<file path="src/rtl/design_select_ctrl.sv">
// design_select_ctrl: configuration front-end for the design multiplexer.
// A 10-bit frame {magic[1:0], sync, hold, sel[5:0]} is shifted in MSB first and
// committed with cfg_latch. A commit that changes the select (and chip reset)
// starts a design_reset pulse lasting RST_CYCLES clocks.
//
// Ports:
//   clock           - sole clock, rising edge
//   reset           - asynchronous active-low reset
//   cfg_data        - serial configuration bit, MSB first
//   cfg_valid       - shift cfg_data in this cycle
//   cfg_latch       - single-cycle commit strobe
//   des_sel         - committed design select
//   hold_if_not_sel - committed hold control
//   sync_inputs     - committed input-synchroniser enable
//   design_reset    - active-high reset request for the selected design
//   busy            - high while a design_reset pulse is in progress
//   cfg_ack         - one-cycle pulse, commit accepted
//   cfg_err         - one-cycle pulse, commit rejected
module design_select_ctrl #(
  parameter int unsigned RST_CYCLES  = 8,
  parameter logic [5:0]  DEFAULT_SEL = 6'd0
) (
  input  logic       clock,
  input  logic       reset,
  input  logic       cfg_data,
  input  logic       cfg_valid,
  input  logic       cfg_latch,
  output logic [5:0] des_sel,
  output logic       hold_if_not_sel,
  output logic       sync_inputs,
  output logic       design_reset,
  output logic       busy,
  output logic       cfg_ack,
  output logic       cfg_err
);

  localparam logic [7:0] RstLoad   = 8'(RST_CYCLES - 1);
  localparam logic [3:0] FrameBits = 4'd10;
  localparam logic [3:0] Overrun   = 4'd11;
  localparam logic [1:0] Magic     = 2'b10;

  typedef enum logic [0:0] {StIdle, StRst} state_e;

  state_e     state_q, state_d;
  logic [9:0] shift_q, shift_d;
  logic [3:0] bits_q, bits_d;
  logic [7:0] rst_cnt_q, rst_cnt_d;
  logic [5:0] sel_q, sel_d;
  logic       hold_q, hold_d;
  logic       sync_q, sync_d;
  logic       rst_out_q, rst_out_d;
  logic       busy_q, busy_d;
  logic       ack_q, ack_d;
  logic       err_q, err_d;

  logic       accept;
  logic       sel_changed;

  always_comb begin
    // The frame is judged on pre-shift contents, so a bit shifted alongside
    // the latch never influences the commit.
    accept      = cfg_latch && (bits_q == FrameBits) && (shift_q[9:8] == Magic) &&
                  (state_q == StIdle);
    sel_changed = (shift_q[5:0] != sel_q);

    shift_d   = shift_q;
    bits_d    = bits_q;
    state_d   = state_q;
    rst_cnt_d = rst_cnt_q;
    sel_d     = sel_q;
    hold_d    = hold_q;
    sync_d    = sync_q;

    if (cfg_latch) begin
      bits_d = 4'd0;
    end else if (cfg_valid) begin
      shift_d = {shift_q[8:0], cfg_data};
      bits_d  = (bits_q == Overrun) ? Overrun : bits_q + 4'd1;
    end

    if (accept) begin
      sel_d  = shift_q[5:0];
      hold_d = shift_q[6];
      sync_d = shift_q[7];
    end

    unique case (state_q)
      StIdle: begin
        if (accept && sel_changed) begin
          state_d   = StRst;
          rst_cnt_d = RstLoad;
        end
      end
      StRst: begin
        if (rst_cnt_q == 8'd0) begin
          state_d = StIdle;
        end else begin
          rst_cnt_d = rst_cnt_q - 8'd1;
        end
      end
      default: state_d = StIdle;
    endcase

    // Pulse outputs follow the next state so they are plain flops.
    rst_out_d = (state_d == StRst);
    busy_d    = (state_d == StRst);
    ack_d     = accept;
    err_d     = cfg_latch && !accept;
  end

  always_ff @(posedge clock or negedge reset) begin
    if (!reset) begin
      state_q   <= StRst;
      shift_q   <= 10'd0;
      bits_q    <= 4'd0;
      rst_cnt_q <= RstLoad;
      sel_q     <= DEFAULT_SEL;
      hold_q    <= 1'b0;
      sync_q    <= 1'b1;
      rst_out_q <= 1'b1;
      busy_q    <= 1'b1;
      ack_q     <= 1'b0;
      err_q     <= 1'b0;
    end else begin
      state_q   <= state_d;
      shift_q   <= shift_d;
      bits_q    <= bits_d;
      rst_cnt_q <= rst_cnt_d;
      sel_q     <= sel_d;
      hold_q    <= hold_d;
      sync_q    <= sync_d;
      rst_out_q <= rst_out_d;
      busy_q    <= busy_d;
      ack_q     <= ack_d;
      err_q     <= err_d;
    end
  end

  assign des_sel         = sel_q;
  assign hold_if_not_sel = hold_q;
  assign sync_inputs     = sync_q;
  assign design_reset    = rst_out_q;
  assign busy            = busy_q;
  assign cfg_ack         = ack_q;
  assign cfg_err         = err_q;

endmodule

</file>
<file path="config.mk">
export PLATFORM = sky130hd
export DESIGN_NAME = design_select_ctrl
export DESIGN_NICKNAME = d
export VERILOG_FILES = /design/src/rtl/design_select_ctrl.sv
export SDC_FILE = /design/constraint.sdc
export NUM_CORES = 1
export LEC_CHECK = 0
export ABC_AREA = 1
export CAP_MARGIN = 10
export CORE_ASPECT_RATIO = 2
export CORE_MARGIN = 3
export CORE_UTILIZATION = 56
export DETAILED_ROUTE_END_ITERATION = 10
export GPL_TIMING_DRIVEN = 0
export PLACE_DENSITY = 0.88
export SKIP_CTS_REPAIR_TIMING = 1
export SYNTH_ARGS = -nofsm -noshare
export SYNTH_HDL_FRONTEND = slang
export SYNTH_SLANG_ARGS = --single-unit
</file>
<file path="constraint.sdc">
create_clock -name clock -period 1.9 [get_ports clock]
set_input_delay 0.285 -clock clock [delete_from_list [all_inputs] [get_ports clock]]
set_output_delay 0.285 -clock clock [all_outputs]
set_load 0.01 [all_outputs]
</file>
# [After elaboration in Yosys (flattened, before gate mapping)]
# Index checks and enable logic that the tools add are counted.
[totals] word_cells=38 out_inout_bits=12 ff_bits=33 input_bits=5
[classes] n_reduce_logical=10 add_sub_neg=2 bitwise=2 n_mux=9 eq_ne=6
[ops] op="two-way mux 8 bit" count=2
[ops] op="case mux 8 bit (2 select lines)" count=1
[ops] op="two-way mux 4 bit" count=3
[ops] op="== test 4 bit (second input constant)" count=2
[ops] op="logical NOT 8 bit" count=1
[ops] op="subtractor 8 x 1 -> 8 bit (second input constant)" count=1
[ops] op="!= test 6 bit" count=1
[ops] op="logical AND 1 bit" count=5
[ops] op="adder 4 x 1 -> 4 bit (second input constant)" count=1
[ops] op="AND reduction 2 bit" count=2
[ops] op="== test 2 bit (second input constant)" count=1
[ops] op="two-way mux 1 bit" count=2
[ops] op="!= test 2 x 1 -> 1 bit (second input constant)" count=1
[ops] op="!= test 2 bit (second input constant)" count=1
[ops] op="inverter 1 bit" count=2
[ops] op="case mux 1 bit (2 select lines)" count=1
[ops] op="nonzero test 2 bit" count=1
[ops] op="logical NOT 1 bit" count=1

# [Longest topological paths before layout]
# Gate-level depths: netlist of the first run.
[depth] word_depth=7 depth_mapped=10 mapped_depth_nobuf=10

# [Least setup slack after synthesis of the first run]
# No wires, ideal clock.
[synth_path] path_kind="register to register" start="register, netlist name busy" end="register rst_cnt_q[7]" arrival_ns=1.268 path_buffers=1 setup_ns=0.117 t_required_ns=1.783 synth_period_minus_slack_ns=1.384 path_slack_ns=0.516 path_stages_with_launch=11 path_cell_list="dfstp_2 buf_6 inv_6 nand2_2 nor3_4 nand2_4 clkinv_4 nand2_8 nand2_8 nand2_2 nand2_1"
[synth_rtl] element="end signal: assignment" line_no="116" rtl="rst_cnt_q <= RstLoad;"
[synth_rtl] element="end signal: assignment" line_no="128" rtl="rst_cnt_q <= rst_cnt_d;"
[synth_rtl] element="end: declaration" line_no="47" rtl="logic [7:0] rst_cnt_q, rst_cnt_d;"

==> results by group, run 1 <==
Outcome
  • Status: complete, no violations

Power
  • Clock share of power: 0.364
  • Leakage power: 0.941 nW
  • Switching share of power: 0.253
  • Pint: between 0.001 and 0.0015 W
  • Total power: ~0.0015 W
  • Net switching power: 0.000374 W
  • Sequential share of power: 0.533
  • Power density cells: around 750 nW/um^2
  • Maximum VDD drop: around 0.00068 V
  • Combinational power share: 0.103

Flow run
  • Max Cap Viol: 0

Global routing
  • Initial antenna violation count: 0
  • First-pass GRT wire length: between 5000 and 6000 um
  • Largest net degree at the start of global routing: 34
  • Vias in the first global route: roughly 1400
  • GR Overflow Total: 0
  • Total GRT Usage: 0.204

Worst setup path
  • Crit-path slowest cell: dfstp_2
  • CP Capture Type: output pin
  • Crit-path cells: buf_4, clkdlybuf4s50_1
  • Startpoint Class: register
  • CP Data Required Time: approximately 1600 ps
  • Path depth of the worst reg2reg path: 10
  • Cell family with most CP delay: buffers and inverters
  • CP peak stage delay: ~550 ps
  • Crit path DAT: 1450 ps
  • Critical path depth: 2
  • Buf/Inv on CP: 2
  • CP max FO: 3
  • Critical path class: reg2out

Timing
  • Setup violators final: 0
  • Final hold violation count: 0
  • Final period util: 0.913
  • Fmax: around 580 MHz
  • RSZ-0062 raised after global routing: false
  • Setup Skew: between 9 and 10 ps
  • Worst Max-Slew Pin Slew: between 700 and 800 ps
  • Slew margin rel.: 0.518
  • Fin crit period: between 1500 and 2000 ps
  • Final slew viol count: 0
  • Final setup margin: between 150 and 200 ps
  • Setup TNS: 0 ps

Clocking
  • Worst skew pair latency: slightly below 300 ps
  • Reg clk slew, reported paths: approximately 70 ps
  • CTS sink count: 33
  • H-Tree Depth: 2
  • CTS Buffer Depth: 2
  • Clock root buffer master: clkbuf_8
  • CTS Buf Count: 5
  • CTS tree: done

Placed design
  • Input/output buffers: 16
  • Final GP Congestion: about 0.85
  • Post-Place Cell Area: 1890 um^2
  • Pre-CTS setup slack: between 100 and 150 ps
  • Final HPWL DP: between 2000 and 2500 um

Floorplanning
  • Row cnt: 27
  • I/O Pins: 17
  • Initial core utilization: 0.599
  • Core outline area: between 2000 and 3000 um^2
  • DIE HEIGHT: roughly 84 um
  • Die area: 3770 um^2
  • Chip Width: roughly 45 um

Finish
  • Commonest non-fill, non-tap cell in the layout: nand2_1
  • Final Net Count: around 230
  • Layout area overhead: 16.6%
  • Layout cell share with drive strength beyond 1: 0.177
  • Commonest non-fill, non-tap cells in the layout: 53 x nand2_1, 28 x dfrtp_1, 19 x inv_1
  • Final Cell Area: 1980 um^2
  • Number of diodes: 0
  • Final Util: 0.698

Detailed routing
  • Total number of vias: between 1000 and 1500
  • Drt pass-1 iters: 4
  • Remaining DRCs: 0
  • WL final: 3220 um
  • Drt via density: around 5.4
  • 1st-iter DRT viols: 27
  • Post-DRT Antenna Nets: 0
  • WL/cell: ~13 um

Hold path
  • Hold Path Class: in2async

Synth
  • Synth Warn #: 0
  • Yosys reg bits: 33
  • Mapped Area: ~1700 um^2
  • Mapped Nets: around 210
  • Synth cell types: 32
  • Syn Inst Count: just over 200
  • Synthesized area per cell: about 8.4 um^2
  • Sequential share of the synthesized area: 0.490
==> worst reg2reg max path, delay by kind of cell, from the launching register on <==
| family | cells | cell delay (ps) |
|---|---|---|
| buffers and inverters | 3 | 280 |
| flip-flops | 1 | 550 |
| AND/OR/NAND/NOR | 7 | 580 |
==> cells in the mapped netlist <==
library cell,n,area [um^2]
a21oi_1,6,30.0
and2_1,1,6.26
and3_1,1,6.26
buf_2,1,5.00
buf_4,1,7.51
buf_6,1,11.3
clkbuf_1,2,7.51
clkinv_4,1,8.76
dfrtp_1,28,701
dfstp_2,5,131
ha_1,4,50.1
inv_1,19,71.3
inv_2,6,22.5
inv_6,1,8.76
mux2_2,1,11.3
nand2_1,53,199
nand2_2,10,62.6
nand2_4,1,11.3
nand2_8,2,40.0
nand3_1,10,50.1
nand3_2,1,10.0
nand4_1,3,18.8
nor2_1,16,60.1
nor3_1,2,10.0
nor3_4,1,16.3
o21ai_0,11,55.1
o21ai_1,8,40.0
o21bai_1,2,15.0
o32ai_1,1,8.76
or2_2,1,6.26
xnor2_1,1,8.76
xor2_1,1,8.76
==> state kept, by name, summed over array words and instances, names as in the netlist <==
signal	count
busy	1
sync_inputs	1
cfg_ack	1
rst_cnt_q	8
bits_q	4
hold_if_not_sel	1
shift_q	10
cfg_err	1
des_sel	6
==> path summary, 6_finish.rpt <==
kind,end,slack [ps],startpoint
worst max register to register,rst_cnt_q[3]$_DFFE_PN0P_,390,busy$_DFF_PN1_
max in group asynchronous,rst_cnt_q[6]$_DFFE_PN0P_,1390,reset
min in group clock,sync_inputs$_DFFE_PN1P_,480,sync_inputs$_DFFE_PN1P_
worst max-delay path,design_reset,170,busy$_DFF_PN1_
worst min register to register,sync_inputs$_DFFE_PN1P_,480,sync_inputs$_DFFE_PN1P_
worst min-delay path,shift_q[0]$_DFFE_PN0P_,50,reset
==> stage by stage <==
| stage | instances | hold WS, ps |
|---|---|---|
| floorplan | 202 | -10.6 |
| global placement | 247 | 465 |
| detailed placement | 247 | 384 |
| CTS | 255 | 70.7 |
| global route | 255 | 91.1 |
| finish | 255 | 53.2 |
==> logic make-up after synthesis <==
kind of cell / count (synthesis) / share of synthesized area
xor+xnor: 2 / 0.0103
simple gates: 102 / 0.292
flops: 33 / 0.490
compound gates: 28 / 0.0876
fa+ha+maj: 4 / 0.0295
mux: 1 / 0.00663
buf+inv: 32 / 0.0839
==> cell type report <==
class	count	area, um^2
fillers	244	857
flip-flops and latches	33	832
multi-input cells	137	724
repair buffers	16	155
inverters	27	111
clock buffers	8	90.1
well taps	29	36.3
plain buffers	5	31.3
==> power by group through the flow <==
| stage | clock [W] | combinational [W] | sequential, W |
|---|---|---|---|
| after global routing | 0.000584 | 0.000181 | 0.000792 |
| after detailed placement | 0 | 0.000155 | 0.000800 |
| after global placement | 0 | 0.000150 | 0.000798 |
| after floorplan | 0 | 0.000107 | 0.000793 |
| final | 0.000537 | 0.000153 | 0.000788 |
| after CTS | 0.000555 | 0.000156 | 0.000788 |
==> layer usage <==
metal  GRT usage  part of all wire
met5           0                 0
met4       0.128             0.022
met3      0.0583             0.036
met2       0.348              0.56
met1       0.201              0.38
No activity file was read; power rests on OpenSTA's default activity.
==> run 2: changes to the inputs <==
ABC_AREA = 0   (was 1)
CORE_UTILIZATION = 55   (was 56)
CTS_CLUSTER_SIZE = 20   (was default)
PLACE_DENSITY = 0.87   (was 0.88)
==> results by group, run 2 <==
Outcome
  • Status: finished with violations
  • Failing checks: negative setup slack

Synth
  • Synthesized area per cell: 10.9 um^2
  • Fraction of registers with async set/reset: 1.00
  • Synth cell types: roughly 40
  • Post-synth EDFFs: 0
  • Mapped Nets: 152
  • Synth cell count leaders: 31 x nand2_1, 28 x dfrtp_1, 9 x mux2_2, 7 x inv_1
  • Mapped Area: around 1600 um^2
  • Yosys reg bits: 33
  • Top-area cell type share of the netlist area: 0.448
  • Syn Inst Count: roughly 140
  • Synth area leader: dfrtp_1
  • Count leader, synth: nand2_1
  • Largest cells by area after synthesis: dfrtp_1 45%, dfstp_2 8.4%, nand2_1 7.4%, mux2_2 6.5%, ha_1 3.2%
  • Dominant synthesized flop cell: dfrtp_1
  • Sequential share of the synthesized area: 0.532
  • Synth Warn #: 0

Detailed routing
  • Drt pass-1 iters: 4
  • Remaining DRCs: 0
  • Total number of vias: 1184
  • Drt via density: 5.78
  • WL/cell: roughly 17 um
  • 1st-iter DRT viols: 17
  • WL final: roughly 3500 um
  • Post-DRT Antenna Nets: 0

Power
  • Leakage power: between 0.9 and 1 nW
  • Power density cells: 836 nW/um^2
  • Maximum VDD drop: ~0.00065 V
  • Total power: ~0.0016 W

Placed design
  • Final HPWL DP: ~2300 um
  • Input/output buffers: 16
  • Post-Place Cell Area: 1790 um^2
  • Placed Cells: ~190
  • Final GP Congestion: around 0.84

Finish
  • Largest register FFs: 10
  • Fillers: ~180
  • Finished Layout Cells: ~210
  • Commonest non-fill, non-tap cells in the layout: 31 x nand2_1, 27 x dfrtp_1, 15 x clkdlybuf4s50_1
  • Layout cell share with drive strength beyond 1: 0.277
  • Final Cell Area: 1960 um^2
  • Commonest non-fill, non-tap cell in the layout: nand2_1
  • Reg area: about 830 um^2
  • Layout area overhead: 25.6%
  • Final Net Count: 185
  • Largest reg by FF count: shift_q
  • Area of the multi-input gates: 691 um^2
  • Number of diodes: 0

Worst setup path
  • CP peak stage delay: between 500 and 600 ps
  • Crit path DAT: roughly 2200 ps
  • Crit-path cells: or4_4, nor3_4, nor2b_2, a211oi_4, mux2_4
  • CP Capture Type: register
  • Cell family with most CP delay: simple AND/OR/NAND/NOR gates
  • Crit-path slowest cell: or4_4
  • CP Data Required Time: 2110 ps
  • Buf/Inv on CP: 0
  • Startpoint Class: register
  • Critical path class: reg2reg
  • CP max FO: 4

Timing
  • Final hold violation count: 0
  • Worst Max-Slew Pin Slew: 680 ps
  • Hold slack final: between 300 and 400 ps
  • Final setup margin: -117 ps
  • Final slew viol count: 0
  • Setup TNS: -837 ps
  • Fmax: approximately 500 MHz
  • Setup Skew: roughly 4.6 ps
  • Fin crit period: approximately 2000 ps
  • RSZ-0062 raised after global routing: true
  • Final period util: 1.06
  • Slew margin rel.: 0.545
  • Setup violators final: 9

Global routing
  • Top Usage Layer GRT: met2
  • Initial antenna violation count: 0
  • GR Overflow Total: 0
  • Largest net degree at the start of global routing: 23
  • GR Util met2: 0.393
  • Vias in the first global route: between 1000 and 1500
  • GR Layer Usage met1: 0.227
  • Grt met3 use: 0.0510
  • First-pass GRT wire length: between 5000 and 6000 um
  • Total GRT Usage: 0.219

Hold path
  • Hold Path Class: in2reg

Floorplanning
  • I/O Pins: 17
  • Initial core utilization: 0.593
  • Chip Width: ~44 um
  • Die area: 3560 um^2
  • Row cnt: 26
  • DIE HEIGHT: a little over 80 um
  • Core outline area: between 2000 and 3000 um^2

Flow run
  • Max Cap Viol: 0

Clocking
  • Reg clk slew, reported paths: 70 ps
  • CTS tree: done
  • CTS sink count: 33
  • CTS Buffer Depth: 2
  • Worst skew pair latency: ~280 ps
  • CTS Buf Count: 5
  • Clock root buffer master: clkbuf_8
  • H-Tree Depth: 2
[run 2: area by class of cell]
type	count	share of cell area
Sequential cell	33	0.424
Buffer	4	0.00956
Timing Repair Buffer	26	0.131
Multi-Input combinational cell	99	0.352
Inverter	7	0.0134
Tap cell	28	0.0178
Clock buffer	7	0.0491
Clock inverter	1	0.00255
[run 2: worst paths after layout]
path,startpoint,end,slack (ps),depth (start not counted)
setup / recovery,rst_cnt_q[3]$_DFFE_PN0P_,rst_cnt_q[1]$_DFFE_PN1P_,-120,5
hold / removal,cfg_latch,bits_q[2]$_DFFE_PN0P_,310,2
setup reg to reg,rst_cnt_q[3]$_DFFE_PN0P_,rst_cnt_q[1]$_DFFE_PN1P_,-120,5
hold reg to reg,sync_inputs$_DFFE_PN1P_,sync_inputs$_DFFE_PN1P_,480,2
max in group asynchronous,reset,busy$_DFF_PN1_,870,2
min in group asynchronous,reset,rst_cnt_q[7]$_DFFE_PN0P_,420,1
[run 2: per-layer routing]
| metal | vias up | wire length, um |
|---|---|---|
| li1 | 555 | - |
| met1 | 595 | 1300 |
| met2 | 27 | 2040 |
| met3 | 7 | 119 |
| met4 | 0 | 61 |
| met5 | - | 0 |
[run 2: kinds of logic after synthesis]
group,synth area share
and+or+nand+nor,0.191
DFF,0.532
AOI/OAI and AO/OA,0.103
buffers and inverters,0.0288
muxes,0.0841
xor gates and xnor gates,0.0280
adders and majority gates,0.0320
[run 2: metrics by stage]
stage	util	setup WS, ps
after global routing	0.745	-192
after global placement	0.667	-557
after detailed placement	0.678	-610
final	0.745	-117
after floorplan	-	-6.16
after CTS	0.716	-356
[run 2: power by group]
group / internal [W] / switching (W) / total [W]
clock network: 0.000327 / 0.000254 / 0.000581
registers: 0.000787 / 0.0000831 / 0.000870
logic: 0.000108 / 0.0000831 / 0.000191
==> run 3: changes to the inputs <==
HOLD_SLACK_MARGIN = 0.03   (was default)
PLACE_DENSITY = default   (was 0.87)
PLACE_DENSITY_LB_ADDON = 0.2   (was default)
REMOVE_ABC_BUFFERS = 1   (was default)
==> results by group, run 3 (synthesis gave the netlist of run 2 again) <==
Placed design
  • Final HPWL DP: about 2200 um
  • Placed Cells: 183
  • Post-Place Cell Area: approximately 1700 um^2
  • Pre-CTS setup slack: -913 ps
  • Input/output buffers: 16
  • Final GP Congestion: around 0.76

Global routing
  • Largest net degree at the start of global routing: 34
  • First-pass GRT wire length: around 5200 um
  • Vias in the first global route: approximately 1200
  • Total GRT Usage: 0.199
  • GR Overflow Total: 0
  • Initial antenna violation count: 0

Outcome
  • Failing checks: negative setup slack
  • Status: finished with violations

Worst setup path
  • Cell family with most CP delay: buffers and inverters
  • Startpoint Class: register
  • CP Data Required Time: 2110 ps
  • Critical path class: reg2reg
  • CP Capture Type: register
  • Buf/Inv on CP: 3
  • CP peak stage delay: 410 ps
  • Crit-path slowest cell: dfrtp_1
  • Crit-path cells: inv_1, ha_2, nand4_1, clkinvlp_4, and2_4, a211oi_4, buf_6, mux2_4
  • Crit path DAT: about 2200 ps
  • CP max FO: 7

Floorplanning
  • Die area: 3560 um^2
  • Core outline area: around 2600 um^2
  • I/O Pins: 17
  • Initial core utilization: 0.593
  • Chip Width: between 40 and 50 um
  • Row cnt: 26
  • DIE HEIGHT: roughly 81 um

Timing
  • Final slew viol count: 0
  • Final period util: 1.07
  • Fin crit period: a little over 2000 ps
  • Slew margin rel.: 0.521
  • Final hold violation count: 0
  • Setup violators final: 4
  • RSZ-0062 raised after global routing: true
  • Setup Skew: around 5.3 ps
  • Final setup margin: -126 ps
  • Fmax: between 400 and 500 MHz
  • Worst Max-Slew Pin Slew: between 700 and 800 ps

Clocking
  • CTS Buffer Depth: 2
  • CTS sink count: 33
  • H-Tree Depth: 2
  • Clock root buffer master: clkbuf_8
  • Worst skew pair latency: 280 ps
  • CTS tree: done
  • Reg clk slew, reported paths: about 60 ps
  • CTS Buf Count: 5

Power
  • Leakage power: between 0.9 and 1 nW
  • Power density cells: just over 800 nW/um^2
  • Total power: about 0.0016 W
  • Maximum VDD drop: around 0.00090 V

Detailed routing
  • Total number of vias: between 1000 and 1500
  • Drt via density: approximately 5.7
  • WL/cell: 15.4 um
  • Remaining DRCs: 0
  • Drt pass-1 iters: 4
  • Post-DRT Antenna Nets: 0
  • Wire length on met3: 84 um
  • Max layer used: met4
  • 1st-iter DRT viols: 20
  • Met2 routed WL: 1800 um
  • Met1 Routed Length: 1200 um
  • WL final: 3140 um

Finish
  • Finished Layout Cells: about 200
  • Commonest non-fill, non-tap cells in the layout: 30 x nand2_1, 28 x dfrtp_1, 14 x clkdlybuf4s50_1
  • Final Util: 0.737
  • Final Net Count: ~180
  • Layout area overhead: 24.3%
  • Fillers: 188
  • Largest reg by FF count: shift_q
  • Final Cell Area: ~2000 um^2
  • Commonest non-fill, non-tap cell in the layout: nand2_1
  • Layout cell share with drive strength beyond 1: 0.290
  • Largest register FFs: 10
  • Number of diodes: 0

Hold path
  • Hold Path Class: in2async

Flow run
  • Max Cap Viol: 0
## run 3: worst register-to-register path, delay by kind of cell (launching register included)
| kind | cells | cell delay, ps |
|---|---|---|
| fa+ha+maj | 1 | 170 |
| compound gates | 1 | 220 |
| simple gates | 2 | 400 |
| buf+inv | 3 | 460 |
| mux | 1 | 290 |
| flops | 1 | 410 |
## run 3: path summary, 6_finish.rpt
path                                          from                       end  slack [ps]  cells past startpoint
max                          bits_q[0]$_DFFE_PN0P_  rst_cnt_q[1]$_DFFE_PN1P_        -130                      8
min                                          reset         cfg_err$_DFF_PN0_          50                      1
max reg2reg                  bits_q[0]$_DFFE_PN0P_  rst_cnt_q[1]$_DFFE_PN1P_        -130                      8
min reg2reg                sync_inputs$_DFFE_PN1P_   sync_inputs$_DFFE_PN1P_         460                      2
max in group asynchronous                    reset  rst_cnt_q[3]$_DFFE_PN0P_        1380                      1
min in group clock                       cfg_latch     bits_q[1]$_DFFE_PN0P_         320                      2
## run 3: metrics by stage
| step | TNS (ps) | hold slack, ps |
|---|---|---|
| 2_1_floorplan | -761 | -10.6 |
| 3_3_place_gp | -10720 | 449 |
| 3_5_place_dp | -10010 | 381 |
| 4_1_cts | -5400 | 73.6 |
| 5_1_grt | -1120 | 92.6 |
| 6_report | -370 | 52.9 |
## run 3: final cells by class
type | count | area, um^2 | area share
tap | 28 | 35.0 | 0.0180
inverter | 7 | 30.0 | 0.0155
multi-input combinational | 99 | 697 | 0.359
sequential | 33 | 832 | 0.428
clock buffer | 8 | 90.1 | 0.0464
timing repair buffer | 29 | 259 | 0.133
## run 3: power by group
part	switching, W	leakage [nW]	internal [W]
Clock	0.000236	0.0455	0.000295
Sequential	0.0000758	0.413	0.000787
Combinational	0.0000775	0.465	0.000102
## run 3: metal layers
| layer | global-route usage | vias to the layer above |
|---|---|---|
| met5 | 0 | - |
| met4 | 0.0876 | 0 |
| met3 | 0.0532 | 5 |
| met2 | 0.361 | 16 |
| met1 | 0.205 | 586 |
| li1 | - | 558 |
